## config.mk

```make
export PLATFORM = sky130hd
export DESIGN_NAME = signed_bin2bcd_flat
export DESIGN_NICKNAME = d
export VERILOG_FILES = /design/src/rtl/signed_bin2bcd_if.sv /design/src/rtl/signed_bin2bcd.sv /design/src/flat_wrapper.sv
export SDC_FILE = /design/constraint.sdc
export NUM_CORES = 1
export LEC_CHECK = 0
export ABC_AREA = 0
export BUFFER_PORTS_ARGS = -buffer_cell sky130_fd_sc_hd__buf_2
export CORE_AREA = 2 2 86 88
export DETAILED_ROUTE_END_ITERATION = 6
export DIE_AREA = 0 0 88 90
export GPL_TIMING_DRIVEN = 0
export SETUP_SLACK_MARGIN = 0.2
export SYNTH_ARGS = -nofsm -noshare
export SYNTH_HDL_FRONTEND = slang
export SYNTH_SLANG_ARGS = --single-unit
```

## constraint.sdc

```tcl
create_clock -name clk -period 1.6 [get_ports clk]
set_input_delay 0.16 -clock clk [delete_from_list [all_inputs] [get_ports clk]]
set_output_delay 0.16 -clock clk [all_outputs]
set_load 0.01 [all_outputs]
```

## src/rtl/signed_bin2bcd_if.sv

```systemverilog
// Handshake and result bundle between the multiplier-side requester and the
// signed binary-to-BCD converter.
interface signed_bin2bcd_if #(
    parameter int W  = 8,
    parameter int ND = 3
) ();
    logic              start;
    logic [W-1:0]      bin;
    logic              busy;
    logic              done;
    logic              sign;
    logic [4*ND-1:0]   bcd;

    modport master (
        output start, bin,
        input  busy, done, sign, bcd
    );

    modport slave (
        input  start, bin,
        output busy, done, sign, bcd
    );
endinterface

```

## src/rtl/signed_bin2bcd.sv

```systemverilog
// Signed binary-to-BCD converter: captures |bin| and its sign, then runs one
// double-dabble correct/shift iteration per clock until all W bits are consumed.
module signed_bin2bcd #(
    parameter int W  = 8,
    parameter int ND = 3
) (
    input  logic             clk,
    input  logic             rst,
    signed_bin2bcd_if.slave  bus
);
    localparam int BW = 4 * ND;
    localparam int CW = $clog2(W + 1);

    typedef enum logic [0:0] {
        IDLE = 1'b0,
        CONV = 1'b1
    } state_t;

    // Per-digit add-3 correction; digits never carry into each other.
    function automatic logic [BW-1:0] add3_digits(input logic [BW-1:0] s);
        logic [BW-1:0] r;
        r = '0;
        for (int i = 0; i < ND; i++) begin
            if (s[4*i +: 4] >= 4'd5) begin
                r[4*i +: 4] = s[4*i +: 4] + 4'd3;
            end else begin
                r[4*i +: 4] = s[4*i +: 4];
            end
        end
        return r;
    endfunction

    state_t          state_r, state_s;
    logic [CW-1:0]   cnt_r, cnt_s;
    logic [W-1:0]    mag_r, mag_s;
    logic [BW-1:0]   scratch_r, scratch_s;
    logic [BW-1:0]   corr_s;
    logic            neg_r, neg_s;
    logic            busy_r, busy_s;
    logic            done_r, done_s;
    logic            sign_r, sign_s;
    logic [BW-1:0]   bcd_r, bcd_s;

    // State and datapath registers; all outputs come straight from here.
    always_ff @(posedge clk or negedge rst) begin
        if (!rst) begin
            state_r   <= IDLE;
            cnt_r     <= '0;
            mag_r     <= '0;
            scratch_r <= '0;
            neg_r     <= 1'b0;
            busy_r    <= 1'b0;
            done_r    <= 1'b0;
            sign_r    <= 1'b0;
            bcd_r     <= '0;
        end else begin
            state_r   <= state_s;
            cnt_r     <= cnt_s;
            mag_r     <= mag_s;
            scratch_r <= scratch_s;
            neg_r     <= neg_s;
            busy_r    <= busy_s;
            done_r    <= done_s;
            sign_r    <= sign_s;
            bcd_r     <= bcd_s;
        end
    end

    // Next-state and datapath update.
    always_comb begin
        state_s   = state_r;
        cnt_s     = cnt_r;
        mag_s     = mag_r;
        scratch_s = scratch_r;
        neg_s     = neg_r;
        busy_s    = busy_r;
        done_s    = 1'b0;
        sign_s    = sign_r;
        bcd_s     = bcd_r;
        corr_s    = add3_digits(scratch_r);

        case (state_r)
            IDLE: begin
                if (bus.start) begin
                    neg_s = bus.bin[W-1];
                    // W-bit unsigned negate: the most negative input maps to 2^(W-1).
                    if (bus.bin[W-1]) begin
                        mag_s = ~bus.bin + {{(W-1){1'b0}}, 1'b1};
                    end else begin
                        mag_s = bus.bin;
                    end
                    scratch_s = '0;
                    cnt_s     = '0;
                    busy_s    = 1'b1;
                    state_s   = CONV;
                end else begin
                    state_s = IDLE;
                end
            end
            CONV: begin
                scratch_s = {corr_s[BW-2:0], mag_r[W-1]};
                mag_s     = {mag_r[W-2:0], 1'b0};
                cnt_s     = cnt_r + {{(CW-1){1'b0}}, 1'b1};
                if (cnt_r == CW'(W - 1)) begin
                    bcd_s   = {corr_s[BW-2:0], mag_r[W-1]};
                    sign_s  = neg_r;
                    done_s  = 1'b1;
                    busy_s  = 1'b0;
                    state_s = IDLE;
                end else begin
                    state_s = CONV;
                end
            end
            default: begin
                state_s = IDLE;
                busy_s  = 1'b0;
            end
        endcase
    end

    assign bus.busy = busy_r;
    assign bus.done = done_r;
    assign bus.sign = sign_r;
    assign bus.bcd  = bcd_r;
endmodule

```

## src/flat_wrapper.sv

```systemverilog
// flat-port wrapper written by rule: the top's interface ports become plain ports
module signed_bin2bcd_flat 
#(
    parameter int W  = 8,
    parameter int ND = 3
)
  (clk, rst, bus_start, bus_bin, bus_busy, bus_done, bus_sign, bus_bcd);
  signed_bin2bcd_if #(.W(W), .ND(ND)) bus_i ();
  input  logic clk;
  input  logic rst;
  input wire logic [$bits(bus_i.start)-1:0] bus_start;
  input wire logic [$bits(bus_i.bin)-1:0] bus_bin;
  output wire logic [$bits(bus_i.busy)-1:0] bus_busy;
  output wire logic [$bits(bus_i.done)-1:0] bus_done;
  output wire logic [$bits(bus_i.sign)-1:0] bus_sign;
  output wire logic [$bits(bus_i.bcd)-1:0] bus_bcd;
  assign bus_i.start = bus_start;
  assign bus_i.bin = bus_bin;
  assign bus_busy = bus_i.busy;
  assign bus_done = bus_i.done;
  assign bus_sign = bus_i.sign;
  assign bus_bcd = bus_i.bcd;
  signed_bin2bcd #(.W(W), .ND(ND)) u_core (.clk(clk), .rst(rst), .bus(bus_i));
endmodule
```

==> impl_metrics.toml, run 1 <==
[global_routing]
track_usage_pct = 11.9
antenna_found_initial = 0
grt_pass1_vias = 1628
grt_max_degree = 42
grt_pass1_wl_um = 7510
grt.overflow.total = 0

[setup_path]
startpoint_type = "register"
crit_path_end_kind = "register"
r2r_end = "u_core.scratch_r[6]"
crit_required_ns = 1.83
reg2reg_depth = 6
r2r_slack_ns = 0.16
crit_arrival_ns = 1.66
crit_type = "register to register"
cp_max_fo = 3
reg2reg_from = "u_core.scratch_r[4]"

[drt]
vias_per_cell = 4.59
drt-initial-drc-count = 76
drc = 0
wirelength_um = 4650
wl_per_cell_um = 12.9
first_pass_iters = 4
vias = 1648
ant_nets = 0

[timing]
fin_crit_ns = 1.44
slew_headroom_pct = 39.4
hold_violations = 8
post-route-period-util_pct = 89.9
tightest_slew_ns = 0.909
skew_ns = 0.00593
rsz0062_at_grt = "true"
timing.fmax_mhz = 695
setup_viol = 0
whs_ns = -0.00786
slew_viol_final = 0
tns_ns = 0

[power]
comb_power_share_pct = 50.7
p_int_uw = 3480
power.density_nw_per_um2 = 2020
seq_power_share_pct = 33.5
clockPowerShare_pct = 15.9
peakVddDrop_v = 0.000588
p_sw_share_pct = 37.4
leakage_uw = 0.00132
switchingPower_uw = 2080

[placed_design]
hpwl_um = 2950
port_buffers = 24
finalWeightedCongestion = 0.771
dp_cells = 331

[clock_tree]
clock_sinks = 41
cts_max_path_buffers = 2
cts-root-buf = "clkbuf_8"
htreeDepth = 2
cts_tree = "done"
clkLatencyLatePin_ns = 0.29
cts-buffers-inserted = 5
clkTransAtPathRegs_ns = 0.08

[final_layout]
multi_input_area_um2 = 1110
area_growth_pct = 33.6
num-fill-cells = 693
antenna_cells = 0
layout-drive-gt1-share_pct = 34.2
stdcell_count = 359
seqCellArea_um2 = 1030
fin_nets = 278

[synth]
synth_cell_type_count = 27
synth.avg_cell_area_um2 = 9.91
yosysWarnings = 0
synth_compound_area_share_pct = 12.8
synth_mux_area_share_pct = 8.01
yosysTopAreaCell = "dfrtp_1"
syn_nets = 227
synthCells = 208
synth-seq-cells = 41
synthesis.area_um2 = 2060
ys_seq_area_share_pct = 49.8
synthSimpleGateAreaFrac_pct = 16.7
netlist.area_leader.share_pct = 49.8
synth_top_family_by_area = "simple AND/OR/NAND/NOR gates"
synthAdderAreaFrac_pct = 4.86
synth_xor_xnor_area_share_pct = 3.83
synthTopCellsByArea = "dfrtp_1 50%, nand2_1 6.2%, mux2i_1 5.8%"

[outcome]
outcome = "finished, violations left"
violations = "negative hold slack"

[floorplan]
dieArea_um2 = 7920
coreArea_um2 = 7020
placementRows = 31
start_util_pct = 29.4
dieWidth_um = 88
die_h_um = 90
pin_count = 26

[worst_hold_path]
hold_path.class = "primary input to async pin"

[flow_run]
max_cap_violations = 0
critical path, stage by stage (launching register included):
cell and delay, ns:
dfrtp_1 0.44, inv_2 0.11, ha_4 0.17, nand2b_4 0.07, a21oi_4 0.14, mux2_4 0.32, mux2i_1 0.12
synth_stat cells:
cell type / number
xnor2_1: 6
o31ai_1: 2
a21oi_1: 14
mux2i_1: 12
or3_4: 1
xor2_1: 3
mux2_2: 4
o31ai_4: 1
a22oi_1: 1
a21boi_0: 1
o21ai_1: 1
nand3_1: 5
clkbuf_1: 5
inv_1: 12
a221oi_1: 1
buf_2: 4
nand4b_1: 2
nand2_1: 34
nor3b_1: 11
nand2b_1: 7
a22o_1: 2
nor2_1: 5
or4_1: 1
ha_1: 8
o21ai_0: 22
nor3_1: 2
dfrtp_1: 41
sequential cells by signal (all words and copies together), names as in the netlist:
register          cells
u_core.bus.busy       1
u_core.cnt_r          4
u_core.bus.bcd       12
u_core.neg_r          1
u_core.bus.done       1
u_core.mag_r          8
u_core.bus.sign       1
u_core.state_r        1
u_core.scratch_r     12
how the worst max path moves through the flow:
stage	from	endpoint	slack, ns	depth (start not counted)
after floorplan	u_core.scratch_r[5]	u_core.bus.bcd[6]	0.20	6
after global placement	u_core.cnt_r[0]	u_core.bus.bcd[1]	-0.11	5
after detailed placement	u_core.cnt_r[0]	u_core.bus.bcd[2]	-0.14	5
after CTS	u_core.scratch_r[0]	u_core.scratch_r[2]	0.16	5
after global routing	u_core.scratch_r[4]	u_core.scratch_r[6]	0.10	6
final	u_core.scratch_r[4]	u_core.scratch_r[6]	0.16	6
routing by layer:
layer,up-vias,track usage (%),wire [um]
li1,815,-,-
met1,792,15.5,2220
met2,33,18.8,2140
met3,8,3.49,217
met4,0,4.10,76
met5,-,0,0
stage by stage:
| step | util (%) | total power, uW | hold WS (ns) | setup slack (ns) | cell area [um^2] |
|---|---|---|---|---|---|
| after CTS | 37.1 | 5240 | 0.0323 | 0.155 | 2600 |
| after global routing | 39.2 | 5970 | 0.0779 | 0.102 | 2750 |
| after detailed placement | 33.7 | 4020 | 0.359 | -0.135 | 2360 |
| after global placement | 33.7 | 3950 | 0.362 | -0.106 | 2360 |
| after floorplan | - | 3420 | -0.136 | 0.195 | 2120 |
| final | 39.2 | 5560 | -0.00786 | 0.161 | 2750 |
placed cells by master (no fill, tap or decap), types with 4 or more instances in the layout:
cell      synthesis  routed
dfrtp_1          41      41
nand2_1          34      34
buf_2             4      29
buf_4             0      18
o21ai_0          22      14
mux2i_1          12      12
a21oi_1          14      11
nor3b_1          11      10
o21ai_1           1       8
inv_2             0       6
inv_1            12       6
clkbuf_8          0       6
nand3_1           5       5
ha_4              0       5
nor2_1            5       4
xnor2_1           6       4
nand2b_1          7       4
cell type report:
type | count | share of cell area (%)
Clock buffer | 7 | 3.13
Inverter | 12 | 1.64
Clock inverter | 1 | 1.09
Sequential cell | 41 | 37.3
Timing Repair Buffer | 44 | 9.86
Tap cell | 99 | 4.50
Multi-Input combinational cell | 146 | 40.4
Buffer | 9 | 2.14
cells by family after synthesis:
family | Yosys count
muxes | 16
xor gates and xnor gates | 9
AOI/OAI and AO/OA | 45
and+or+nand+nor | 68
buffers and inverters | 21
adders and majority gates | 8
DFF | 41
power by group through the flow:
stage | combinational [uW] | sequential [uW] | clock, uW
detailed placement | 2170 | 1850 | 0
global placement | 2110 | 1840 | 0
global route | 3110 | 1920 | 941
floorplan | 1560 | 1860 | 0
CTS | 2490 | 1850 | 904
finish | 2810 | 1860 | 882
timing repair:
item / in CTS / in global routing
cloned: 0 / 2
setup buffers: 8 / 10
pin swaps: 6 / 7
resized for setup: 18 / 24
hold buffers: 0 / 0
endpoints found under the setup margin: 17 / 27
Note: power is estimated with default switching activity, not from simulation.
==> run 2, diff against run 1 <==
Settings changed: CORE_AREA 2 2 86 88 to 2 2 67 69, DIE_AREA 0 0 88 90 to 0 0 69 71, PLACE_DENSITY set to 0.73.
==> impl_metrics.toml, run 2 (synthesized netlist as in run 1, its figures left out) <==
[outcome]
outcome = "finished, violations left"
violations = "negative hold slack"

[worst_hold_path]
hold_path.class = "primary input to async pin"

[setup_path]
crit_path_end_kind = "register"
cp_max_fo = 5
startpoint_type = "register"
crit_required_ns = 1.83
crit_arrival_ns = 1.66
crit_type = "register to register"

[drt]
drc = 0
met2WireLength_um = 2150
vias_per_cell = 5.34
highest_layer = "met4"
vias = 1617
wl_met1_um = 1980
ant_nets = 0
wl_per_cell_um = 14.5
first_pass_iters = 6
wl_met3_um = 169
drt-initial-drc-count = 77
wirelength_um = 4380

[placed_design]
dp_cells = 284
finalWeightedCongestion = 0.756
hpwl_um = 2860
port_buffers = 24
post_dp_cell_area_um2 = 2310
post-place-ws_ns = -0.0672

[global_routing]
track_usage_pct = 19.2
antenna_found_initial = 0
grt_pass1_wl_um = 7430
grt_max_degree = 42
grt.overflow.total = 0
grt_pass1_vias = 1598

[flow_run]
max_cap_violations = 0

[timing]
setup_ws_ns = 0.169
post-route-period-util_pct = 89.4
skew_ns = 0.00369
timing.fmax_mhz = 699
rsz0062_at_grt = "true"
slew_headroom_pct = 39.8
setup_viol = 0
whs_ns = -0.00809
tns_ns = 0
hold_violations = 24
slew_viol_final = 0
tightest_slew_ns = 0.903
fin_crit_ns = 1.43

[final_layout]
final_cell_mix = "39 x dfrtp_1, 34 x nand2_1, 27 x buf_2, 18 x o21ai_0, 12 x mux2i_1"
antenna_cells = 0
fin_nets = 269
final_common_cell = "dfrtp_1"
layout-drive-gt1-share_pct = 33.5
stdcell_count = 303
final_area_um2 = 2600
area_growth_pct = 26.2

[floorplan]
dieWidth_um = 69
coreArea_um2 = 4200
pin_count = 26
start_util_pct = 49.0
placementRows = 24
dieArea_um2 = 4900
die_h_um = 71

[clock_tree]
clock_sinks = 41
cts-root-buf = "clkbuf_8"
clkTransAtPathRegs_ns = 0.08
cts_tree = "done"
hold_buffers = 0
htreeDepth = 2
clkLatencyLatePin_ns = 0.29
cts-buffers-inserted = 5
cts_max_path_buffers = 2

[power]
clockPowerShare_pct = 12.4
switchingPower_uw = 2060
comb_power_share_pct = 51.8
p_sw_share_pct = 39.1
peakVddDrop_v = 0.000681
power.density_nw_per_um2 = 2030
leakage_uw = 0.00126
seq_power_share_pct = 35.7
power_uw = 5270
p_int_uw = 3210
[run 2: changes by cell type in the layout (fill, tap and decap cells not counted), moves of 2 or more]
cell,before,now
clkbuf_1,2,4
dfrtp_1,41,39
buf_4,18,11
dfrtp_2,0,2
o21ai_1,8,3
buf_2,29,27
o21ai_0,14,18
[run 2: power by group through the flow]
stage	Clock, uW	Sequential (uW)	Combinational [uW]
floorplan	0	1860	1560
global placement	0	1830	2080
detailed placement	0	1860	2160
CTS	671	1860	2520
global route	704	1950	3030
finish	656	1880	2730
[run 2: timing repair]
item / in CTS / in global routing
gates resized for setup: 19 / 21
pin swaps: 6 / 5
endpoints found under the setup margin: 17 / 30
buffers inserted: 9 / 2
[run 2: path summary, 6_finish.rpt]
check	from	to	slack (ns)	cells past startpoint
setup / recovery	u_core.scratch_r[8]	u_core.scratch_r[10]	0.17	6
min in group clk	bus_bin[6]	u_core.mag_r[6]	0.16	3
setup reg to reg	u_core.scratch_r[8]	u_core.scratch_r[10]	0.17	6
hold / removal	rst	u_core.bus.bcd[5]	-0.008	1
max in group asynchronous	rst	u_core.scratch_r[6]	1.00	1
hold reg to reg	u_core.bus.sign	u_core.bus.sign	0.47	2
[run 2: worst max-delay path, stage by stage (launching register included)]
cell and delay [ns]:
dfrtp_1 0.42, inv_2 0.11, ha_4 0.18, nand2b_4 0.06, a21oi_4 0.14, mux2_4 0.33
mux2i_1 0.12
[run 2: layout make-up]
cell class / instances / area, um^2
repair buffers: 35 / 203
clock buffers: 8 / 80.1
flip-flops and latches: 41 / 1030
well taps: 52 / 65.1
plain buffers: 9 / 58.8
inverters: 12 / 47.5
multi-input cells: 146 / 1120
fillers: 374 / 1600
[run 2: routing by layer]
| layer | global-route usage [%] | up-vias |
|---|---|---|
| li1 | - | 796 |
| met1 | 23.7 | 775 |
| met2 | 32.2 | 39 |
| met3 | 4.27 | 7 |
| met4 | 8.71 | 0 |
| met5 | 0 | - |
[run 2: metrics by stage]
step           util [%]  hold slack [ns]
2_1_floorplan         -           -0.136
3_3_place_gp       54.9            0.340
3_5_place_dp       54.9            0.335
4_1_cts            59.9           0.0194
5_1_grt            61.9           0.0853
6_report           61.9         -0.00809
==> run 3, diff against run 2 <==
Settings changed: CORE_AREA 2 2 67 69 to 8 8 73 75, CTS_CLUSTER_DIAMETER set to 50, DIE_AREA 0 0 69 71 to 0 0 81 83, GPL_ROUTABILITY_DRIVEN set to 0.
==> impl_metrics.toml, run 3 (synthesized netlist as in run 1, its figures left out) <==
[power]
leakage_uw = 0.00130
power_uw = 5450
peakVddDrop_v = 0.000716
power.density_nw_per_um2 = 2050

[worst_hold_path]
hold_path.class = "primary input to async pin"

[outcome]
outcome = "finished, violations left"
violations = "negative hold slack"

[floorplan]
die_h_um = 83
dieArea_um2 = 6720
placementRows = 24
coreArea_um2 = 4200
start_util_pct = 49.0
pin_count = 26
dieWidth_um = 81

[setup_path]
crit_required_ns = 1.82
cp_max_fo = 3
crit_arrival_ns = 1.66
reg2reg_depth = 5
startpoint_type = "register"
r2r_slack_ns = 0.16
reg2reg_from = "u_core.scratch_r[8]"
r2r_end = "u_core.scratch_r[10]"
crit_type = "register to register"
crit_path_end_kind = "register"

[clock_tree]
cts_max_path_buffers = 2
htreeDepth = 2
clock_sinks = 41
cts_tree = "done"
clkTransAtPathRegs_ns = 0.08
cts-root-buf = "clkbuf_8"
clkLatencyLatePin_ns = 0.29
cts-buffers-inserted = 5

[final_layout]
final_cell_mix = "40 x dfrtp_1, 34 x nand2_1, 28 x buf_2, 19 x buf_4, 17 x o21ai_0"
final_area_um2 = 2660
antenna_cells = 0
layout-drive-gt1-share_pct = 34.7
stdcell_count = 311
final_common_cell = "dfrtp_1"
fin_nets = 277
area_growth_pct = 29.2
num-fill-cells = 373

[timing]
rsz0062_at_grt = "true"
slew_viol_final = 0
tns_ns = 0
fin_crit_ns = 1.44
setup_ws_ns = 0.164
post-route-period-util_pct = 89.7
hold_violations = 39
timing.fmax_mhz = 696
whs_ns = -0.00702
skew_ns = 0.00186
slew_headroom_pct = 39.6
setup_viol = 0
tightest_slew_ns = 0.906

[global_routing]
grt_pass1_vias = 1634
top_usage_layer = "met2"
antenna_found_initial = 0
grt_use_met2_pct = 23.1
track_usage_pct = 14.1
grt_pass1_wl_um = 7600
grt_util_met1_pct = 17.1
grt.overflow.total = 0
met3_usage_pct = 3.77
grt_max_degree = 42

[drt]
drt-initial-drc-count = 129
first_pass_iters = 4
ant_nets = 0
vias_per_cell = 5.34
drc = 0
wl_per_cell_um = 14.8
vias = 1661
wirelength_um = 4590

[placed_design]
port_buffers = 24
post_dp_cell_area_um2 = 2310
dp_cells = 284
hpwl_um = 3020
post-place-ws_ns = -0.0465

[flow_run]
max_cap_violations = 0
## run 3: worst max path at each step
stage                                 endpoint           startpoint  cells past startpoint  slack, ns
after global routing       u_core.scratch_r[6]  u_core.scratch_r[5]                      6       0.08
after global placement       u_core.bus.bcd[1]      u_core.cnt_r[0]                      5      -0.02
after CTS                 u_core.scratch_r[10]  u_core.scratch_r[9]                      6       0.16
after detailed placement     u_core.bus.bcd[1]      u_core.cnt_r[0]                      5      -0.05
after floorplan              u_core.bus.bcd[6]  u_core.scratch_r[5]                      6       0.20
final                     u_core.scratch_r[10]  u_core.scratch_r[8]                      5       0.16
## run 3: where the power goes
group	leakage [uW]	switching, uW	total, uW	internal [uW]
Clock	0.0000450	368	671	303
Sequential	0.000519	375	1870	1490
Combinational	0.000734	1380	2920	1530
Total	0.00130	2120	5450	3330
## run 3: critical path: stages (launching register included)
cell	delay [ns]
dfrtp_1	0.43
ha_4	0.18
nand2b_4	0.14
a21oi_4	0.16
mux2_4	0.33
mux2i_1	0.13
## run 3: per-stage QoR
step / hold WS [ns] / utilization, %
2_1_floorplan: -0.136 / -
3_3_place_gp: 0.335 / 54.9
3_5_place_dp: 0.344 / 54.9
6_report: -0.00702 / 63.3
5_1_grt: 0.0688 / 63.3
4_1_cts: 0.0254 / 60.9
## run 3: routing by layer
metal	wire length, um	part of all wire, %
met2	2330	51
met3	169	3.7
met4	55	1.2
met5	0	0
met1	2030	44
## run 3: cell type report
type                    count  area (um^2)  area share, %
clock inverters             2         10.0          0.376
plain buffers               9         48.8           1.83
inverters                  12         45.0           1.69
multi-input cells         146         1120           42.2
well taps                  52         65.1           2.44
repair buffers             43          270           10.2
clock buffers               6         72.6           2.73
flip-flops and latches     41         1030           38.6
## run 3: timing repair
| action | 4_1_cts | 5_1_grt |
|---|---|---|
| gates resized for setup | 21 | 17 |
| buffers inserted | 12 | 7 |
| pin swaps | 9 | 8 |
| hold buffers | 0 | 0 |
| endpoints found under the setup margin | 17 | 24 |
